$ cat config.mk
export PLATFORM = sky130hd
export DESIGN_NAME = scoreboard_ctrl
export DESIGN_NICKNAME = d
export VERILOG_FILES = /design/src/rtl/sb_pkg.sv /design/src/rtl/sb_hazard_check.sv /design/src/rtl/scoreboard_ctrl.sv
export SDC_FILE = /design/constraint.sdc
export NUM_CORES = 1
export LEC_CHECK = 0
export BUFFER_PORTS_ARGS = -buffer_cell sky130_fd_sc_hd__buf_2
export CORE_ASPECT_RATIO = 1.25
export CORE_MARGIN = 2
export CORE_UTILIZATION = 60
export DETAILED_ROUTE_END_ITERATION = 8
export GPL_ROUTABILITY_DRIVEN = 0
export PLACE_DENSITY_LB_ADDON = 0.2
export SLEW_MARGIN = 25
export SYNTH_ARGS = -nofsm -noshare
export SYNTH_HDL_FRONTEND = slang
export SYNTH_SLANG_ARGS = --single-unit
export TNS_END_PERCENT = 100
$ cat constraint.sdc
create_clock -name clk -period 4 [get_ports clk]
set_input_delay 0.2 -clock clk [delete_from_list [all_inputs] [get_ports clk]]
set_output_delay 0.2 -clock clk [all_outputs]
set_load 0.02 [all_outputs]
$ cat src/rtl/sb_pkg.sv
// Shared types for the register scoreboard: register/FU tags, entry layout and controller states.
// Build option SB_WB_BYPASS_EN (see sb_hazard_check) does not change anything declared here.
package sb_pkg;

  localparam int NUM_ARCH_REGS = 32;
  localparam int SB_NUM_FU     = 4;
  localparam int SB_FU_W       = $clog2(SB_NUM_FU);

  typedef logic [4:0]         REG_ADDR;
  typedef logic [SB_FU_W-1:0] FU_TAG;

  typedef struct packed {
    logic  busy;
    FU_TAG owner;
  } SB_ENTRY;

  typedef enum logic {
    RUN   = 1'b0,
    DRAIN = 1'b1
  } SB_STATE;

endpackage

$ cat src/rtl/sb_hazard_check.sv
// Combinational RAW/WAW detection against the scoreboard busy bits.
// With SB_WB_BYPASS_EN defined, registers cleared by a same-cycle writeback no longer count as pending.
module sb_hazard_check
  import sb_pkg::*;
(
  input  logic [NUM_ARCH_REGS-1:0] busy_i,
`ifdef SB_WB_BYPASS_EN
  input  logic [NUM_ARCH_REGS-1:0] wbClr_i,
`endif
  input  REG_ADDR                  src0_i,
  input  REG_ADDR                  src1_i,
  input  REG_ADDR                  dst_i,
  input  logic                     dstWen_i,
  output logic                     raw_o,
  output logic                     waw_o
);

  logic [NUM_ARCH_REGS-1:0] pending;

`ifdef SB_WB_BYPASS_EN
  assign pending = busy_i & ~wbClr_i;
`else
  assign pending = busy_i;
`endif

  // Register 0 is hard-wired and never has a producer to wait on.
  assign raw_o = ((src0_i != '0) && pending[src0_i]) ||
                 ((src1_i != '0) && pending[src1_i]);
  assign waw_o = dstWen_i && (dst_i != '0) && pending[dst_i];

endmodule

$ cat src/rtl/scoreboard_ctrl.sv
// Issue-side register scoreboard: tracks pending producers per register, gates issue on RAW/WAW,
// clears on tag-matched writeback, and supports flush and drain-to-idle. Option: SB_WB_BYPASS_EN.
module scoreboard_ctrl
  import sb_pkg::*;
#(
  parameter int NUM_FU = SB_NUM_FU,
  parameter int FU_W   = $clog2(NUM_FU)
)(
  input  logic            clk,
  input  logic            rst,
  input  logic            issue_valid,
  output logic            issue_ready,
  input  logic [4:0]      issue_src0,
  input  logic [4:0]      issue_src1,
  input  logic [4:0]      issue_dst,
  input  logic            issue_dst_wen,
  input  logic [FU_W-1:0] issue_fu,
  input  logic            wb0_valid,
  input  logic [4:0]      wb0_addr,
  input  logic [FU_W-1:0] wb0_fu,
  input  logic            wb1_valid,
  input  logic [4:0]      wb1_addr,
  input  logic [FU_W-1:0] wb1_fu,
  input  logic            flush,
  input  logic            drain_req,
  output logic            drain_done,
  output logic [31:0]     busy_vec,
  output logic [31:0]     stall_cnt
);

  SB_ENTRY                  entry_q [NUM_ARCH_REGS];
  SB_ENTRY                  entry_d [NUM_ARCH_REGS];
  SB_STATE                  state_q;
  logic [31:0]              stallCnt_q;
  logic [NUM_ARCH_REGS-1:0] wbClr;
  logic [NUM_ARCH_REGS-1:0] busyD;
  logic                     raw;
  logic                     waw;
  logic                     fire;
  logic                     nextEmpty;
  logic                     drainActive;

  always_comb begin
    for (int r = 0; r < NUM_ARCH_REGS; r++) begin
      busy_vec[r] = entry_q[r].busy;
    end
  end

  // A writeback only retires a register if it comes from the FU that currently owns it.
  always_comb begin
    wbClr = '0;
    for (int r = 0; r < NUM_ARCH_REGS; r++) begin
      if (wb0_valid && (wb0_addr == REG_ADDR'(r)) && (entry_q[r].owner == FU_TAG'(wb0_fu))) begin
        wbClr[r] = 1'b1;
      end
      if (wb1_valid && (wb1_addr == REG_ADDR'(r)) && (entry_q[r].owner == FU_TAG'(wb1_fu))) begin
        wbClr[r] = 1'b1;
      end
    end
  end

  sb_hazard_check uHazard (
    .busy_i   (busy_vec),
`ifdef SB_WB_BYPASS_EN
    .wbClr_i  (wbClr),
`endif
    .src0_i   (issue_src0),
    .src1_i   (issue_src1),
    .dst_i    (issue_dst),
    .dstWen_i (issue_dst_wen),
    .raw_o    (raw),
    .waw_o    (waw)
  );

  assign issue_ready = !rst && (state_q == RUN) && !drain_req && !flush && !raw && !waw;
  assign fire        = issue_valid && issue_ready;

  // Flush beats everything; otherwise a new issue overrides a same-cycle writeback clear.
  always_comb begin
    for (int r = 0; r < NUM_ARCH_REGS; r++) begin
      entry_d[r] = entry_q[r];
      if (flush) begin
        entry_d[r].busy = 1'b0;
      end else begin
        if (wbClr[r]) begin
          entry_d[r].busy = 1'b0;
        end
        if (fire && issue_dst_wen && (issue_dst == REG_ADDR'(r)) && (r != 0)) begin
          entry_d[r].busy  = 1'b1;
          entry_d[r].owner = FU_TAG'(issue_fu);
        end
      end
      busyD[r] = entry_d[r].busy;
    end
  end

  assign nextEmpty   = (busyD == '0);
  assign drainActive = (state_q == DRAIN) || drain_req;
  assign drain_done  = !rst && drainActive && nextEmpty;

  always_ff @(posedge clk) begin
    if (rst) begin
      for (int r = 0; r < NUM_ARCH_REGS; r++) begin
        entry_q[r] <= '0;
      end
    end else begin
      for (int r = 0; r < NUM_ARCH_REGS; r++) begin
        entry_q[r] <= entry_d[r];
      end
    end
  end

  // An already-empty scoreboard completes the drain without ever leaving RUN.
  always_ff @(posedge clk) begin
    if (rst) begin
      state_q <= RUN;
    end else begin
      case (state_q)
        RUN:     if (drain_req && !nextEmpty) state_q <= DRAIN;
        DRAIN:   if (nextEmpty) state_q <= RUN;
        default: state_q <= RUN;
      endcase
    end
  end

  always_ff @(posedge clk) begin
    if (rst) begin
      stallCnt_q <= '0;
    end else if (issue_valid && !issue_ready && (stallCnt_q != '1)) begin
      stallCnt_q <= stallCnt_q + 32'd1;
    end
  end

  assign stall_cnt = stallCnt_q;

endmodule

==> results.md, run 1 <==
- Run status: finished, final reports clean
- Initial antenna violation count: 0
- Register area share after synthesis: 29.9%
- Ys flop type: dfxtp_1
- WS Path Type: flop to primary output
- Post-Syn Area: 8520 um^2
- Total track usage: 35.6%
- Iteration-0 DRC Markers: 825
- Clock transition at path regs: 60 ps
- Share of post-route cells with drive strength above 1: 18.4%
- H-tree Lvls: 4
- CTS resizes: 0
- Worst Tran Pin Value: 1130 ps
- Final Max Tran Viols: 0
- Worst-path fanout max: 18
- WHS: 183 ps
- Syn_nets: 1,051
- Final Setup Violations: 0
- Post-CTS Setup Bufs: 0
- DP Cell Count: 1,209
- RSZ-0062 raised after global routing: false
- Synth Warn #: 0
- Die Ht: 137 um
- DPL Wire Length: 19,300 um
- Vias in the first global route: 7,653
- Synthesized area per cell: 8.42 um^2
- DR WL/cell: 21.7 um
- Worst R2R Setup Slack: 980 ps
- CTS tree: done
- Final Hold Viols: 0
- Num CTS Buffers: 17
- Worst-skew pair later-pin latency: 430 ps
- Crit path largest cell delay: 510 ps
- R2r worst-path depth: 11
- Non-Filler Instances: 1,239
- Layout area overhead: 10.6%
- Critical Path AT: 3390 ps
- DRC Markers: 0
- Peak supply drop: 0.213 mV
- Drt via density: 6.57
- Ys async rst share: 0%
- Buffers on Ports: 104
- Critical-path cell list: mux4_2 > a2bb2oi_1 > nand3_1 > a211o_1 > nand4_2 > inv_2 > buf_4 > a31oi_1 > nand4_1 > or2_1 > nor3_2 > buf_2
- Power Density: 333 nW/um^2
- Final Skew: 20.1 ps
- GRT overflow: 0
- MaxCap Viol Count: 0
- Hold WC Path Type: input pin to flop
- Fin crit period: 3590 ps
- Hold endpoint: entry_q[1][26]
- Worst path slowest cell: dfxtp_1
- Global-route wire length before repair: 42,100 um
- Setup_tns: 0 ps
- Mapped Cells: 1,011
- Startpoint type of the worst setup path: flop
- Lkg Pwr: 0.00382 uW
- Die area: 15,200 um^2
- Routed WL: 26,900 um
- FMAX: 279 MHz
- Core Area: 13,800 um^2
- Post-synth EDFFs: 0
- CTS hold repair buffers: 0
- Min-delay src: rst
- Row count: 48
- Via count: 8,142
- Relative slew slack: 24.2%
- Worst r2r src: entry_q[0][23]
- Final Cycle Share: 89.7%
- Worst EP required: 3800 ps
- R2R Path End: entry_q[1][33]
- Synth cell types: 70
- DRT Pass-1 Iters: 8
- Hold depth: 2
- CTS max path bufs: 2
- IO Pins: 105
- Root Driver: clkbuf_16
- Clock sinks: 127
- Initial Util: 61.6%
- Largest net degree at the start of global routing: 92
- Remaining antenna violation count: 0
- Layout Nets: 1,093
- Antenna cells: 0
- Worst setup EP type: primary output
- Flops & latches, synth: 127
- Die X: 111 um
==> worst max path at each step <==
stage                    from         end  slack, ps  cells after the start
6_report       entry_q[1][38]  drain_done        410                     12
5_1_grt        entry_q[1][38]  drain_done        210                     12
4_1_cts        entry_q[1][38]  drain_done        450                     12
3_5_place_dp     issue_dst[0]  drain_done        630                     13
3_3_place_gp     issue_dst[2]  drain_done        690                     12
2_1_floorplan       wb1_fu[0]  drain_done       1270                     12
==> flip-flops by register name, summed over array words and instances, names as in the netlist <==
register / flops
entry_q: 94
stall_cnt: 32
state_q: 1
==> synthesized netlist by cell type, types with 14 or more instances <==
cell | instances | area [um^2]
dfxtp_1 | 127 | 2540
nor2_1 | 97 | 364
xor2_1 | 82 | 718
nand2_1 | 67 | 251
xnor2_1 | 61 | 534
a21oi_1 | 60 | 300
mux2i_1 | 56 | 561
nand3_1 | 55 | 275
buf_4 | 38 | 285
nand4_1 | 38 | 238
nor4_1 | 37 | 231
clkbuf_1 | 36 | 135
buf_2 | 21 | 105
nor2b_1 | 17 | 106
nor3_1 | 16 | 80.1
nor4b_1 | 15 | 131
o21ai_0 | 14 | 70.1
==> cells in the final DEF, fill, tap and decap left out, types with 14 or more instances in the layout <==
master,instances
nor4_1,37
clkbuf_16,17
a21oi_1,60
nand2_1,67
xor2_1,82
buf_4,20
nor3_1,16
xnor2_1,61
nand4_1,38
nor2b_1,17
buf_2,103
mux2i_1,56
nand3_1,55
o21ai_0,14
nor4b_1,14
dfxtp_1,127
nor2_1,97
==> routing by layer <==
layer / share of wire (%) / GRT usage, % / vias up
met2: 44 / 56.1 / 516
met4: 7.7 / 25.2 / 0
met1: 37 / 42.6 / 3812
met5: 0 / 0 / -
li1: - / - / 3684
met3: 11 / 9.06 / 130
==> critical path, delay by kind of cell (launching register included) <==
kind                   cells  cell delay (ps)
flip-flops                 1              510
buffers and inverters      3              580
multiplexers               1              290
AO/OA/AOI/OAI              3              720
AND/OR/NAND/NOR            5              860
==> cells by family (layout without fill, tap and decap cells) <==
logic type | after synthesis | in the layout | share of synthesized area, %
AND/OR/NAND/NOR | 434 | 434 | 28.8
AO/OA/AOI/OAI | 119 | 119 | 8.55
adder cells (fa/ha/maj) | 1 | 1 | 0.147
flip-flops | 127 | 127 | 29.9
buffers and inverters | 114 | 167 | 7.36
XOR/XNOR | 143 | 143 | 14.7
multiplexers | 73 | 73 | 10.5
==> where the power goes <==
part	internal (uW)	total, uW	switching, uW	leakage [uW]
clock	984	1550	569	0.000284
combinational	96.5	309	212	0.00251
sequential	1270	1270	2.96	0.00102
total	2350	3130	784	0.00382
==> stage by stage <==
stage	setup WS (ps)	instance area, um^2	util (%)	power, uW
final	411	9420	68.2	3130
after global routing	210	9420	68.2	3220
after CTS	454	9410	68.1	3140
after detailed placement	625	8830	63.9	1600
after global placement	687	8830	63.9	1590
after floorplan	1270	8520	-	1500
==> area by class of cell <==
cell class / instances / area (um^2)
Clock inverter: 11 / 143
Fill cell: 1175 / 4400
Clock buffer: 19 / 443
Tap cell: 175 / 219
Sequential cell: 127 / 2540
Multi-Input combinational cell: 770 / 5350
Timing Repair Buffer: 123 / 666
Inverter: 14 / 52.6
Note: power is estimated with default switching activity, not from simulation.
==> run 2, diff against run 1 <==
Settings changed: CORE_UTILIZATION 60 to 59, PLACE_DENSITY from default to 0.81, PLACE_DENSITY_LB_ADDON 0.2 to default.
Clock period 4 ns to 3.93 ns, I/O delays scaled along.
==> run 2 against run 1 <==
  * Power up 3.8%
  * Register-to-register slack lost 180 ps
  * Clock power increased by 6%
  * Critical endpoint unchanged
  * Sequential power is essentially flat
  * Global-route usage down 1.7 points
  * Count of clock-buffer cells in the layout grew 3
  * Largest cell class unchanged
  * Critical path depth rose by 1
  * Largest power group unchanged
  * Setup slack got worse by 270 ps
  * Sequential share of layout area barely moved
  * Worst hold slack worse by 61 ps
  * Clock skew fell by 12 ps
  * Via count decreased by 0.22%
==> results.md, run 2 (same netlist as run 1, synthesis figures left out) <==
- Run status: finished, final reports clean
- Die area: 15,400 um^2
- DRC Markers: 0
- RSZ-0062 raised after global routing: false
- Global-route wire length before repair: 41,600 um
- IO Pins: 105
- Iteration-0 DRC Markers: 850
- Worst setup margin: 146 ps
- Drt via density: 6.56
- Sw Share: 24.3%
- Die X: 111 um
- Root Driver: clkbuf_16
- Core Area: 14,200 um^2
- CTS max path bufs: 2
- Sequential share of power: 39.8%
- WHS: 122 ps
- Remaining antenna violation count: 0
- Relative slew slack: 26.0%
- Worst setup EP type: primary output
- Most frequent cells in the layout: dfxtp_1 (126), buf_2 (103), nor2_1 (97), xor2_1 (82), nand2_1 (67)
- Peak supply drop: 0.299 mV
- Die Ht: 138 um
- Final Max Tran Viols: 0
- DR WL/cell: 21.2 um
- Hold WC Path Type: input pin to flop
- Worst Tran Pin Value: 1090 ps
- Final Setup Violations: 0
- Largest register FFs: 94
- WS Path Type: flop to primary output
- Lkg Pwr: 0.00380 uW
- Total track usage: 33.9%
- Layout Nets: 1,088
- Final Hold Viols: 0
- Fillers: 1,191
- Startpoint type of the worst setup path: flop
- DP Cell Count: 1,207
- Initial Util: 59.9%
- Worst-path fanout max: 22
- Clock power frac: 50.7%
- Power Density: 346 nW/um^2
- Pre-CTS WS: 566 ps
- Largest Register: entry_q
- Setup_tns: 0 ps
- Post-CTS Setup Bufs: 0
- DRT Pass-1 Iters: 6
- FMAX: 264 MHz
- Final Cycle Share: 96.3%
- Layout area overhead: 10.5%
- Share of post-route cells with drive strength above 1: 17.9%
- CTS tree: done
- Largest net degree at the start of global routing: 106
- Combinational Power Share: 9.6%
- Row count: 49
- Vias in the first global route: 7,771
- Fin crit period: 3780 ps
- GRT overflow: 0
- Psw: 790 uW
- Clock transition at path regs: 60 ps
- Final Skew: 8.44 ps
- Via count: 8,124
- Initial antenna violation count: 0
- Non-Filler Instances: 1,239
- DPL Wire Length: 18,600 um
- Clock sinks: 127
- Commonest non-fill, non-tap cell in the layout: dfxtp_1
- H-tree Lvls: 4
- Worst EP required: 3730 ps
- Routed WL: 26,200 um
- Antenna cells: 0
- Worst-skew pair later-pin latency: 420 ps
- Power Internal: 2460 uW
- Buffers on Ports: 104
- MaxCap Viol Count: 0
- Num CTS Buffers: 17
- Critical Path AT: 3590 ps
-- run 2: area by class of cell --
class | count | area (um^2) | share of cell area [%]
Inverter | 14 | 52.6 | 0.558
Sequential cell | 127 | 2540 | 27.0
Multi-Input combinational cell | 770 | 5350 | 56.8
Tap cell | 178 | 223 | 2.37
Clock buffer | 22 | 454 | 4.83
Timing Repair Buffer | 118 | 632 | 6.71
Clock inverter | 10 | 161 | 1.71
-- run 2: timing repair --
action                                  CTS  global route
gates resized for setup                   0             1
hold endpoints to repair                  0             0
endpoints found under the setup margin    0             1
hold buffers                              0             0
-- run 2: power by group through the flow --
| stage | Clock [uW] | Combinational (uW) | Sequential, uW |
|---|---|---|---|
| floorplan | 0 | 206 | 1320 |
| global placement | 0 | 295 | 1320 |
| detailed placement | 0 | 299 | 1320 |
| CTS | 1660 | 301 | 1290 |
| global route | 1720 | 330 | 1290 |
| finish | 1650 | 311 | 1290 |
-- run 2: final timing paths --
check	slack (ps)	depth (start not counted)	start	to
worst max-delay path	150	13	entry_q[1][17]	drain_done
worst min-delay path	120	2	rst	entry_q[1][10]
worst max register to register	800	11	entry_q[1][17]	stall_cnt[16]
worst min register to register	500	2	entry_q[0][33]	entry_q[0][33]
-- run 2: critical path, stage by stage (launching register included) --
cell and delay (ps):
dfxtp_1 500, mux4_2 300, mux2i_1 60, o21a_1 170
a211o_1 310, nand4_2 70, buf_4 240, inv_2 100
buf_4 230, a31o_2 270, a221oi_1 290, nand4_1 200
nor3_2 230, buf_2 190
-- run 2: per-stage QoR --
stage	instance area (um^2)	total power [uW]	utilization [%]
2_1_floorplan	8520	1530	-
3_3_place_gp	8790	1620	61.8
3_5_place_dp	8790	1620	61.8
4_1_cts	9410	3260	66.1
5_1_grt	9410	3350	66.2
6_report	9410	3250	66.2
-- run 2: metal layers --
metal | GRT usage [%] | vias up | part of all wire (%)
met5 | 0 | - | 0
met4 | 22.9 | 0 | 6.6
met3 | 8.11 | 134 | 10
met2 | 53.3 | 523 | 46
met1 | 41.1 | 3784 | 37
li1 | - | 3683 | -
